--- src/rtl/memory_arbiter_nport.sv ---
// N-requester burst arbiter in front of the SDRAM controller; fixed priority by default,
// round-robin when MEM_ARB_ROUND_ROBIN_EN is defined. Grant is registered 1 cycle after request
// and held until i_MEM_Last; controller handshakes pass straight through to the granted port only.
module memory_arbiter_nport #(
    parameter int NUM_PORTS     = 4,
    parameter int DATA_WIDTH    = 32,
    parameter int ADDRESS_WIDTH = 22
) (
    input  logic                                 i_Clk,
    input  logic                                 i_Reset,
    input  logic [NUM_PORTS-1:0]                 i_Req_Valid,
    input  logic [NUM_PORTS-1:0]                 i_Req_Read_Write_n,
    input  logic [NUM_PORTS*ADDRESS_WIDTH-1:0]   i_Req_Address,
    input  logic [NUM_PORTS*DATA_WIDTH-1:0]      i_Req_Data,
    output logic [NUM_PORTS-1:0]                 o_Req_Valid,
    output logic [NUM_PORTS-1:0]                 o_Req_Data_Read,
    output logic [NUM_PORTS-1:0]                 o_Req_Last,
    output logic [DATA_WIDTH-1:0]                o_Req_Data,
    output logic [NUM_PORTS-1:0]                 o_Grant,
    output logic                                 o_MEM_Valid,
    output logic [ADDRESS_WIDTH-1:0]             o_MEM_Address,
    output logic                                 o_MEM_Read_Write_n,
    output logic [DATA_WIDTH-1:0]                o_MEM_Data,
    input  logic                                 i_MEM_Data_Read,
    input  logic [DATA_WIDTH-1:0]                i_MEM_Data,
    input  logic                                 i_MEM_Data_Valid,
    input  logic                                 i_MEM_Last
);

    // A single-port build still needs a 1-bit index.
    localparam int GRANT_W = (NUM_PORTS > 1) ? $clog2(NUM_PORTS) : 1;

    typedef enum logic {IDLE, BUSY} state_t;

    state_t                 state_q, state_d;
    logic [NUM_PORTS-1:0]   grant_q, grant_d;
    logic [NUM_PORTS-1:0]   winner;
    logic                   found;
    logic [GRANT_W-1:0]     grant_idx;
    logic                   busy;

    assign busy = (state_q == BUSY);

    always_comb begin
        grant_idx = '0;
        for (int j = 0; j < NUM_PORTS; j++) begin
            if (grant_q[j]) grant_idx = GRANT_W'(j);
        end
    end

`ifdef MEM_ARB_ROUND_ROBIN_EN
    logic [GRANT_W-1:0] ptr_q, ptr_d;

    always_comb begin
        ptr_d = ptr_q;
        if (busy && i_MEM_Last) begin
            ptr_d = (grant_idx == GRANT_W'(NUM_PORTS - 1)) ? '0 : grant_idx + 1'b1;
        end
    end

    always_ff @(posedge i_Clk) begin
        if (i_Reset) ptr_q <= '0;
        else         ptr_q <= ptr_d;
    end
`endif

    // Search ports at or above the pointer first, then wrap to the lowest requester.
    always_comb begin
        winner = '0;
        found  = 1'b0;
`ifdef MEM_ARB_ROUND_ROBIN_EN
        for (int j = 0; j < NUM_PORTS; j++) begin
            if (!found && i_Req_Valid[j] && (j >= int'(ptr_q))) begin
                winner[j] = 1'b1;
                found     = 1'b1;
            end
        end
`endif
        for (int j = 0; j < NUM_PORTS; j++) begin
            if (!found && i_Req_Valid[j]) begin
                winner[j] = 1'b1;
                found     = 1'b1;
            end
        end
    end

    always_comb begin
        state_d = state_q;
        grant_d = grant_q;
        case (state_q)
            IDLE: begin
                if (|i_Req_Valid) begin
                    state_d = BUSY;
                    grant_d = winner;
                end
            end
            BUSY: begin
                if (i_MEM_Last) begin
                    state_d = IDLE;
                    grant_d = '0;
                end
            end
            default: begin
                state_d = IDLE;
                grant_d = '0;
            end
        endcase
    end

    always_ff @(posedge i_Clk) begin
        if (i_Reset) begin
            state_q <= IDLE;
            grant_q <= '0;
        end else begin
            state_q <= state_d;
            grant_q <= grant_d;
        end
    end

    // grant_q is all-zero in IDLE, so the defaults double as the idle values.
    always_comb begin
        o_MEM_Address      = '0;
        o_MEM_Data         = '0;
        o_MEM_Read_Write_n = 1'b1;
        for (int j = 0; j < NUM_PORTS; j++) begin
            if (grant_q[j]) begin
                o_MEM_Address      = i_Req_Address[j*ADDRESS_WIDTH +: ADDRESS_WIDTH];
                o_MEM_Data         = i_Req_Data[j*DATA_WIDTH +: DATA_WIDTH];
                o_MEM_Read_Write_n = i_Req_Read_Write_n[j];
            end
        end
    end

    assign o_Grant         = grant_q;
    assign o_MEM_Valid     = busy;
    assign o_Req_Valid     = grant_q & {NUM_PORTS{i_MEM_Data_Valid}};
    assign o_Req_Data_Read = grant_q & {NUM_PORTS{i_MEM_Data_Read}};
    assign o_Req_Last      = grant_q & {NUM_PORTS{i_MEM_Last}};
    assign o_Req_Data      = busy ? i_MEM_Data : '0;

endmodule
--- config.mk ---
export PLATFORM = sky130hd
export DESIGN_NAME = memory_arbiter_nport
export DESIGN_NICKNAME = d
export VERILOG_FILES = /design/src/rtl/memory_arbiter_nport.sv
export SDC_FILE = /design/constraint.sdc
export NUM_CORES = 1
export LEC_CHECK = 0
export ABC_AREA = 1
export BUFFER_PORTS_ARGS = -buffer_cell sky130_fd_sc_hd__buf_2
export CORE_AREA = 2 2 141 143
export DETAILED_ROUTE_END_ITERATION = 10
export DIE_AREA = 0 0 143 145
export GPL_ROUTABILITY_DRIVEN = 0
export PLACE_DENSITY = 0.39
export REMOVE_ABC_BUFFERS = 1
export SLEW_MARGIN = 5
export SYNTH_ARGS = -nofsm -noshare
export SYNTH_HDL_FRONTEND = slang
export SYNTH_SLANG_ARGS = --single-unit
--- constraint.sdc ---
create_clock -name i_Clk -period 1 [get_ports i_Clk]
set_input_delay 0.05 -clock i_Clk [delete_from_list [all_inputs] [get_ports i_Clk]]
set_output_delay 0.05 -clock i_Clk [all_outputs]
set_load 0.02 [all_outputs]
After elaboration in Yosys (flattened, before gate mapping)
Cells that the tools add are included.
{"block": "word_totals", "out_inout_bits": 104, "elab_cells": 41, "input_bits": 261, "reg_bits": 5, "latchBits": 0, "memories": 0, "ram_bits": 0, "rom_bits": 0}
{"block": "classes", "bitwise": 4, "order_cmp": 0, "mul": 0, "n_reduce_logical": 8, "eq_ne": 2, "add_sub_neg": 0, "shift": 0, "div": 0, "n_mux": 25}
{"cell": "$mux W32", "count": 5}
{"cell": "$mux W22", "count": 4}
{"cell": "$and A4 B4 Y4", "count": 3}
{"cell": "$mux W1", "count": 12}
{"cell": "$mux W4", "count": 2}
{"cell": "$pmux W4 S2", "count": 1}
{"cell": "$ne A2 B2 Y1 const B", "count": 2}
{"cell": "$reduce_or A4 Y1", "count": 1}
{"cell": "$logic_and A1 B1 Y1", "count": 3}
{"cell": "$logic_not A1 Y1", "count": 3}
{"cell": "$pmux W1 S2", "count": 1}
{"cell": "$reduce_and A2 Y1", "count": 1}
{"cell": "$not A1 Y1", "count": 1}

Depth between registers and ports, before layout
Gate-level depths: netlist (run 1).
{"block": "depth", "ltp_word": 12, "mapped_depth": 7, "mapped_depth_nobuf": 6}

Worst setup path before layout (run 1)
OpenSTA, ideal clock, no wires.
{"block": "synth_timing", "kind": "reg-to-output", "startpoint": "reg grant_q[2], in the netlist o_Grant[2]", "endpoint": "out o_MEM_Read_Write_n", "path_buffers": 2, "t_arrival_ps": 1365, "slack_ps": -415, "required_ps": 950, "path_stages_with_launch": 5, "cell_sequence": "dfxtp_1 -> buf_2 -> clkbuf_1 -> a21oi_1 -> a21oi_1"}
{"block": "synth_via", "elab_chain_len": 2}
{"element": "start, declared", "line": "36", "text": "logic [NUM_PORTS-1:0] grant_q, grant_d;"}
{"element": "start signal, assigned", "line": "116", "text": "grant_q <= grant_d;"}
{"element": "$mux W1 (2 in a row)", "line": "126", "text": "if (grant_q[j]) begin"}
{"element": "end, declared", "line": "22", "text": "output logic o_MEM_Read_Write_n,"}
Every way passes these cells.

Worst setup path in the final report (run 1)
{"block": "layout_timing", "startpoint": "reg grant_q[1], in the netlist o_Grant[1]", "endpoint": "out o_MEM_Data[1]"}
{"block": "layout_via", "elab_chain_len": 3}
{"element": "$mux W32 (3 in a row)", "line": "126"}
{"element": "end, declared", "line": "23", "text": "output logic [DATA_WIDTH-1:0] o_MEM_Data,"}
Every way passes these cells.

==> impl_metrics.yaml, run 1 <==
power:
  ir_drop_mv: 0.462
  p_leak_nw: 3.74
  p_per_area_nw_per_um2: 754
floorplan:
  start_util: 0.124
  die_area_sq_um: 20700
  rows: 51
  core_sq_um: 19200
  io_pins: 365
  fp.dieH_um: 145
  die_x_um: 143
logic_synthesis:
  synth-seq-cells: 5
  synth_top_area_frac: 0.432
  syn_inst: 502
  yosysSeqAreaShare: 0.0420
  netlist_area_sq_um: 2380
  avgSynthCellArea_sq_um: 4.75
  yosys-top-cells-area: "nand2_1 43%, o211ai_1 17%, a21oi_1 12%"
  yosys_warnings: 0
  synth.distinct_cells: 17
  yosysTopAreaCell: "nand2_1"
sta:
  slew_headroom: 0.858
  setup_viol_count_final: 104
  fin_crit_ps: 1530
  rsz0062_at_grt: "yes"
  tightest_slew_ps: 212
  fmax_mhz: 655
  finalClockSkew_ps: 1.04
  setup_tns_ps: -34590
  finalHoldViolations: 0
  post-route-period-util: 1.53
  fin_ws_ps: -526
  slew_violations: 0
cts:
  clock_latency_ps: 230
  clock-root-buffer: "clkbuf_16"
  clk_path_buf_depth: 2
  cts_made_buffers: 3
  cts_tree: "done"
  htree_levels: 1
  clkTransAtPathRegs_ps: 30
  cts_sinks: 5
job:
  max_cap_viol_count: 0
global_route:
  grtUsageTotal: 0.141
  grt_antenna_before_repair: 1
  grt_pass1_wl_mm: 23.2
  grt_pass1_vias: 4525
  grt_max_degree: 38
  grt_overflow_total: 0
worst_setup_path:
  start_kind: "register"
  r2r_end: "o_Grant[2]"
  required_ps: 950
  crit_arrival_ps: 1480
  crit_path_end_kind: "primary output"
  rrSetupSlack_ps: -150
  rr_startpoint: "o_MEM_Valid"
  r2r_cells: 8
  path_max_fanout: 13
  critPathKind: "reg2out"
place:
  portBuffers: 364
  dp_hpwl_mm: 11.9
  placedCellCount: 1118
  post-place-ws_ps: -307
min_path:
  min_path_cells: 3
  min_to: "o_Grant[0]"
  hp-start: "i_Req_Valid[0]"
  min_path_type: "in2reg"
detailed_routing:
  vias_per_cell: 4.07
  wirelength_mm: 17.2
  dr.pass1.iters: 4
  post_drt_wl_per_cell_um: 15.0
  vias: 4677
  drtIter0Drc: 158
  ant_nets: 0
  drc: 0
outcome:
  status: "finished, violations left"
  violations: "setup timing"
finish:
  area_delta_synth_final_pct: 165
  fin_cells: 1150
  drive_gt1_frac: 0.634
  antenna_cells: 0
  layout_commonest_cell: "buf_2"
  final_cell_mix: "262 x buf_2, 193 x nand2_1, 101 x buf_6"
  nNetsFinal: 1147
[synth_stat cells]
master and instances:
a21oi_1 58, buf_2 18, buf_4 2, buf_6 4, buf_8 5, clkbuf_1 11
clkbuf_2 1, dfxtp_1 5, inv_1 49, inv_2 3, nand2_1 274, nand3_1 3
nor2_1 12, nor2_8 1, o211ai_1 54, o21ai_0 1, or2_1 1
[sequential cells by signal, indices dropped and copies added (netlist names)]
name and flops:
o_Grant 4, o_MEM_Valid 1
[worst max-delay path, stage by stage (launching register included)]
cell	delay (ps)
dfxtp_4	360
nor2_8	170
buf_12	140
clkbuf_16	170
nand2_1	60
nand2_1	60
o211ai_1	70
nand2_1	90
buf_6	120
[per-layer routing]
metal	global-route usage	wire, um	vias to the layer above
met5	0	17	-
met4	0.0282	351	2
met2	0.285	9280	226
met1	0.147	6390	2064
met3	0.0241	1160	26
li1	-	-	2359
[final cells by class]
type,count,area (sq um)
Clock buffer,4,78.8
Sequential cell,5,116
Fill cell,2071,12900
Timing Repair Buffer,420,3320
Tap cell,265,332
Inverter,52,198
Multi-Input combinational cell,404,2270
[logic make-up (layout without fill, tap and decap cells)]
| group | after synthesis | after routing | share of synthesized area |
|---|---|---|---|
| and+or+nand+nor | 291 | 291 | 0.468 |
| AOI/OAI and AO/OA | 113 | 113 | 0.294 |
| DFF | 5 | 5 | 0.0420 |
| buffers and inverters | 93 | 476 | 0.196 |
[timing repair]
item / in CTS / in global routing
endpoints found under the hold margin: 1 / 0
endpoints found under the setup margin: 105 / 107
gates resized for setup: 269 / 154
buffers inserted: 9 / 17
pin swaps: 3 / 27
gates cloned: 6 / 5
hold buffers: 1 / 0
[worst max path at each step]
| stage | to | startpoint |
|---|---|---|
| after floorplan | o_MEM_Address[0] | o_Grant[3] |
| after global placement | o_MEM_Data[6] | o_Grant[1] |
| after detailed placement | o_MEM_Data[6] | o_Grant[1] |
| after CTS | o_MEM_Data[13] | o_Grant[1] |
| after global routing | o_MEM_Data[2] | o_Grant[1] |
| final | o_MEM_Data[1] | o_Grant[1] |
[power breakdown]
part	switching [W]	total, W	internal [W]	leakage (nW)
combinational	0.00194	0.00387	0.00192	3.66
clock	0.000125	0.000652	0.000528	0.0382
sequential	0.0000234	0.000236	0.000212	0.0442
total	0.00209	0.00475	0.00266	3.74
[through the flow]
step / hold WS [ps] / utilization / total power (W) / area [sq um]
final: 95.4 / 0.328 / 0.00475 / 6310
after global routing: 114 / 0.328 / 0.00508 / 6310
after CTS: 87.5 / 0.300 / 0.00444 / 5760
after detailed placement: 238 / 0.242 / 0.00297 / 4650
after global placement: 244 / 0.242 / 0.00299 / 4650
after floorplan: 119 / - / 0.00161 / 2110
No activity file was read; power rests on OpenSTA's default activity.
==> inputs of run 2 (changes only) <==
==> constraint.sdc (replaced) <==
create_clock -name i_Clk -period 1 [get_ports i_Clk]
set_input_delay 0.05 -clock i_Clk [delete_from_list [all_inputs] [get_ports i_Clk]]
set_output_delay 0.05 -clock i_Clk [all_outputs]
set_load 0.05 [all_outputs]
==> impl_metrics.yaml, run 2 (synthesized netlist as in run 1, its figures left out) <==
outcome:
  status: "finished, violations left"
  violations: "setup timing"
sta:
  fin_ws_ps: -551
  slew_headroom: 0.855
  fmax_mhz: 645
  hold_slack_ps: 98.7
  finalHoldViolations: 0
  finalClockSkew_ps: 0.619
  setup_tns_ps: -33870
  setup_viol_count_final: 104
  post-route-period-util: 1.55
  fin_crit_ps: 1550
  slew_violations: 0
  tightest_slew_ps: 217
  rsz0062_at_grt: "yes"
floorplan:
  die_area_sq_um: 20700
  start_util: 0.124
  core_sq_um: 19200
  fp.dieH_um: 145
  die_x_um: 143
  rows: 51
  io_pins: 365
cts:
  clkTransAtPathRegs_ps: 30
  clk_path_buf_depth: 2
  htree_levels: 1
  cts_sinks: 5
  cts_tree: "done"
  clock-root-buffer: "clkbuf_16"
  clock_latency_ps: 230
  cts_made_buffers: 3
worst_setup_path:
  crit_arrival_ps: 1500
  critPathKind: "reg2out"
  start_kind: "register"
  path_max_fanout: 7
  required_ps: 950
  crit_path_end_kind: "primary output"
detailed_routing:
  dr_wl_met3_mm: 1.18
  drtIter0Drc: 160
  post_drt_wl_per_cell_um: 15.4
  met1_length_mm: 6.70
  drc: 0
  dr.pass1.iters: 5
  wirelength_mm: 17.8
  maxUsedRoutingLayer: "met4"
  vias: 4785
  dr_wl_met2_mm: 9.59
  ant_nets: 0
  vias_per_cell: 4.15
finish:
  area_delta_synth_final_pct: 176
  nFillCells: 2054
  nNetsFinal: 1149
  layout_commonest_cell: "buf_2"
  antenna_cells: 0
  multi_input_area_sq_um: 2250
  postLayoutCellArea_sq_um: 6580
  drive_gt1_frac: 0.639
  regArea_sq_um: 116
  final_cell_mix: "260 x buf_2, 210 x nand2_1, 67 x buf_6"
  largest_reg_flops: 4
power:
  p_per_area_nw_per_um2: 902
  p_leak_nw: 3.79
  p_total_w: 0.00594
  ir_drop_mv: 0.549
global_route:
  grt_overflow_total: 0
  grtUsageTotal: 0.154
  grt_pass1_wl_mm: 25.1
  grt_antenna_before_repair: 0
  grt_pass1_vias: 4821
  grt_max_degree: 31
min_path:
  min_path_type: "in2reg"
job:
  max_cap_viol_count: 0
place:
  dp_hpwl_mm: 11.6
  post-place-ws_ps: -425
  placed_cell_area_sq_um: 4600
  portBuffers: 364
-- run 2: cell count changes in the layout (fill, tap and decap cells not counted), moves of 12 or more --
cell and delta:
buf_8 +37, buf_6 -34, nand2_1 +17, a21oi_1 -13, a21oi_2 +13, nand2_2 -12
-- run 2: area by class of cell --
| type | count | share of cell area |
|---|---|---|
| inverter | 52 | 0.0304 |
| sequential | 5 | 0.0177 |
| timing repair buffer | 422 | 0.548 |
| clock buffer | 4 | 0.0120 |
| tap | 265 | 0.0504 |
| multi-input combinational | 404 | 0.342 |
-- run 2: power by group --
group          leakage [nW]  switching, W  internal [W]  total (W)
Combinational          3.71       0.00296       0.00208    0.00504
Sequential           0.0442     0.0000280      0.000213   0.000240
Clock                0.0382      0.000128      0.000528   0.000656
Total                  3.79       0.00312       0.00282    0.00594
-- run 2: layer usage --
layer  up-vias  GRT usage
li1       2361          -
met5         -          0
met3        26     0.0221
met1      2155      0.168
met2       243      0.306
met4         0     0.0317
-- run 2: per-stage QoR --
step / cells / util
2_1_floorplan: 461 / -
3_3_place_gp: 1111 / 0.240
3_5_place_dp: 1111 / 0.240
4_1_cts: 1146 / 0.327
5_1_grt: 1152 / 0.343
6_report: 1152 / 0.343
-- run 2: what timing repair did --
item / 4_1_cts / 5_1_grt
setup buffers: 17 / 11
gates resized for setup: 361 / 110
endpoints found under the hold margin: 1 / 0
setup endpoints to repair: 107 / 108
cloned: 13 / 2
pin swaps: 13 / 22
hold buffers: 1 / 0
-- run 2: path summary, 6_finish.rpt --
| check | startpoint | end | slack (ps) | cells after the start |
|---|---|---|---|---|
| max | o_Grant[1] | o_MEM_Address[15] | -550 | 8 |
| min | i_Req_Valid[0] | o_Grant[0] | 100 | 3 |
| max reg2reg | o_MEM_Valid | o_Grant[1] | -240 | 8 |
| min reg2reg | o_Grant[0] | o_Grant[0] | 730 | 4 |
-- run 2: worst max-delay path, stage by stage, from the launching register on --
cell and delay, ps:
dfxtp_4 370, nor2_8 160, buf_12 140, buf_16 130, nand2_2 40, nand2_1 50
o211ai_1 90, nand2_1 110, buf_6 160
==> inputs of run 3 (changes only) <==
==> constraint.sdc (replaced) <==
create_clock -name i_Clk -period 1 [get_ports i_Clk]
set_input_delay 0.2 -clock i_Clk [delete_from_list [all_inputs] [get_ports i_Clk]]
set_output_delay 0.2 -clock i_Clk [all_outputs]
set_load 0.05 [all_outputs]
==> impl_metrics.yaml, run 3 (synthesized netlist as in run 1, its figures left out) <==
sta:
  fin_crit_ps: 1680
  fmax_mhz: 596
  rsz0062_at_grt: "yes"
  tightest_slew_ps: 250
  finalHoldViolations: 0
  slew_headroom: 0.833
  slew_violations: 0
  finalClockSkew_ps: 3.99
  hold_slack_ps: 148
  fin_ws_ps: -677
  post-route-period-util: 1.68
  setup_viol_count_final: 108
worst_setup_path:
  start_kind: "register"
  path_max_fanout: 7
  crit_path_end_kind: "primary output"
  slowest_delay_ps: 340
  cpMaxStageDelayCell: "dfxtp_2"
  cpMostUsedCell: "nand2_1"
  crit_arrival_ps: 1480
  path_cells: "inv_2, nor2_8, buf_12, buf_16, nand2_2, nand2_1, o211ai_1, nand2_1, buf_6"
  required_ps: 800
  critPathKind: "reg2out"
detailed_routing:
  ant_nets: 0
  post_drt_wl_per_cell_um: 14.5
  wirelength_mm: 16.6
  drc: 0
  dr.pass1.iters: 4
  vias_per_cell: 4.04
  drtIter0Drc: 123
  vias: 4617
finish:
  drive_gt1_frac: 0.613
  fin_util: 0.335
  fin_cells: 1142
  largest_reg_flops: 4
  nNetsFinal: 1139
  area_delta_synth_final_pct: 170
  final_cell_mix: "260 x buf_2, 212 x nand2_1, 65 x buf_6"
  layout_commonest_cell: "buf_2"
  nFillCells: 2045
  antenna_cells: 0
floorplan:
  io_pins: 365
  start_util: 0.124
  fp.dieH_um: 145
  rows: 51
  die_x_um: 143
  die_area_sq_um: 20700
  core_sq_um: 19200
job:
  max_cap_viol_count: 0
cts:
  clkTransAtPathRegs_ps: 40
  clock-root-buffer: "clkbuf_16"
  cts_hold_buffers: 0
  cts_tree: "done"
  htree_levels: 1
  clk_path_buf_depth: 2
  cts_sinks: 5
  cts_made_buffers: 3
  clock_latency_ps: 230
global_route:
  grt_max_degree: 31
  grtUsageMet1: 0.160
  grt_overflow_total: 0
  grtUsageTotal: 0.147
  grt_antenna_before_repair: 1
  met3_usage: 0.0182
  grt_pass1_vias: 4687
  use_met2: 0.291
  grt_pass1_wl_mm: 24.1
  grt.busiest_layer: "met2"
place:
  placedCellCount: 1115
  portBuffers: 364
  dp_hpwl_mm: 11.6
  post-place-ws_ps: -571
min_path:
  min_path_type: "in2reg"
power:
  p_per_area_nw_per_um2: 906
  p_leak_nw: 3.74
  ir_drop_mv: 0.362
outcome:
  status: "finished, violations left"
  violations: "setup timing"
[run 3: path summary, 6_finish.rpt]
path                                 endpoint  cells past startpoint  slack [ps]   startpoint
worst min-delay path               o_Grant[0]                      2         150      i_Reset
worst max-delay path            o_MEM_Data[8]                      9        -680   o_Grant[0]
worst min register to register     o_Grant[3]                      3         730   o_Grant[3]
worst max register to register     o_Grant[1]                      8        -230  o_MEM_Valid
[run 3: where the power goes]
group	switching, W	leakage [nW]	internal [W]
registers	0.0000272	0.0442	0.000212
logic	0.00289	3.66	0.00202
clock network	0.000139	0.0382	0.000529
[run 3: routing by layer]
layer / vias to the layer above / routed length, um
met2: 216 / 8910
met3: 26 / 994
met1: 2034 / 6330
met5: - / 12
met4: 2 / 352
li1: 2339 / -
[run 3: final cells by class]
type / instances / area, sq um / share of cell area
Multi-Input combinational cell: 404 / 2200 / 0.343
Clock buffer: 4 / 78.8 / 0.0123
Inverter: 52 / 203 / 0.0315
Timing Repair Buffer: 412 / 3490 / 0.544
Sequential cell: 5 / 116 / 0.0181
Tap cell: 265 / 332 / 0.0516
[run 3: worst max-delay path, delay by kind of cell, from the launching register on]
kind	cells	cell delay (ps)
buffers and inverters	4	490
DFF	1	340
and+or+nand+nor	4	320
AOI/OAI and AO/OA	1	90
[run 3: what timing repair did]
action                     CTS  global route
buffers inserted            13             7
setup endpoints to repair  107           109
resized for setup          383            74
hold endpoints to repair     0             0
gates cloned                10             0
pin swaps                    7            21
[run 3: stage by stage]
stage                     setup TNS [ps]  power, W  instance area [sq um]
after floorplan                  -179070   0.00257                   2110
after global placement            -32680   0.00393                   4630
after detailed placement          -32510   0.00390                   4630
after CTS                         -49890   0.00573                   6230
after global routing              -54620   0.00612                   6420
final                             -48430   0.00582                   6420
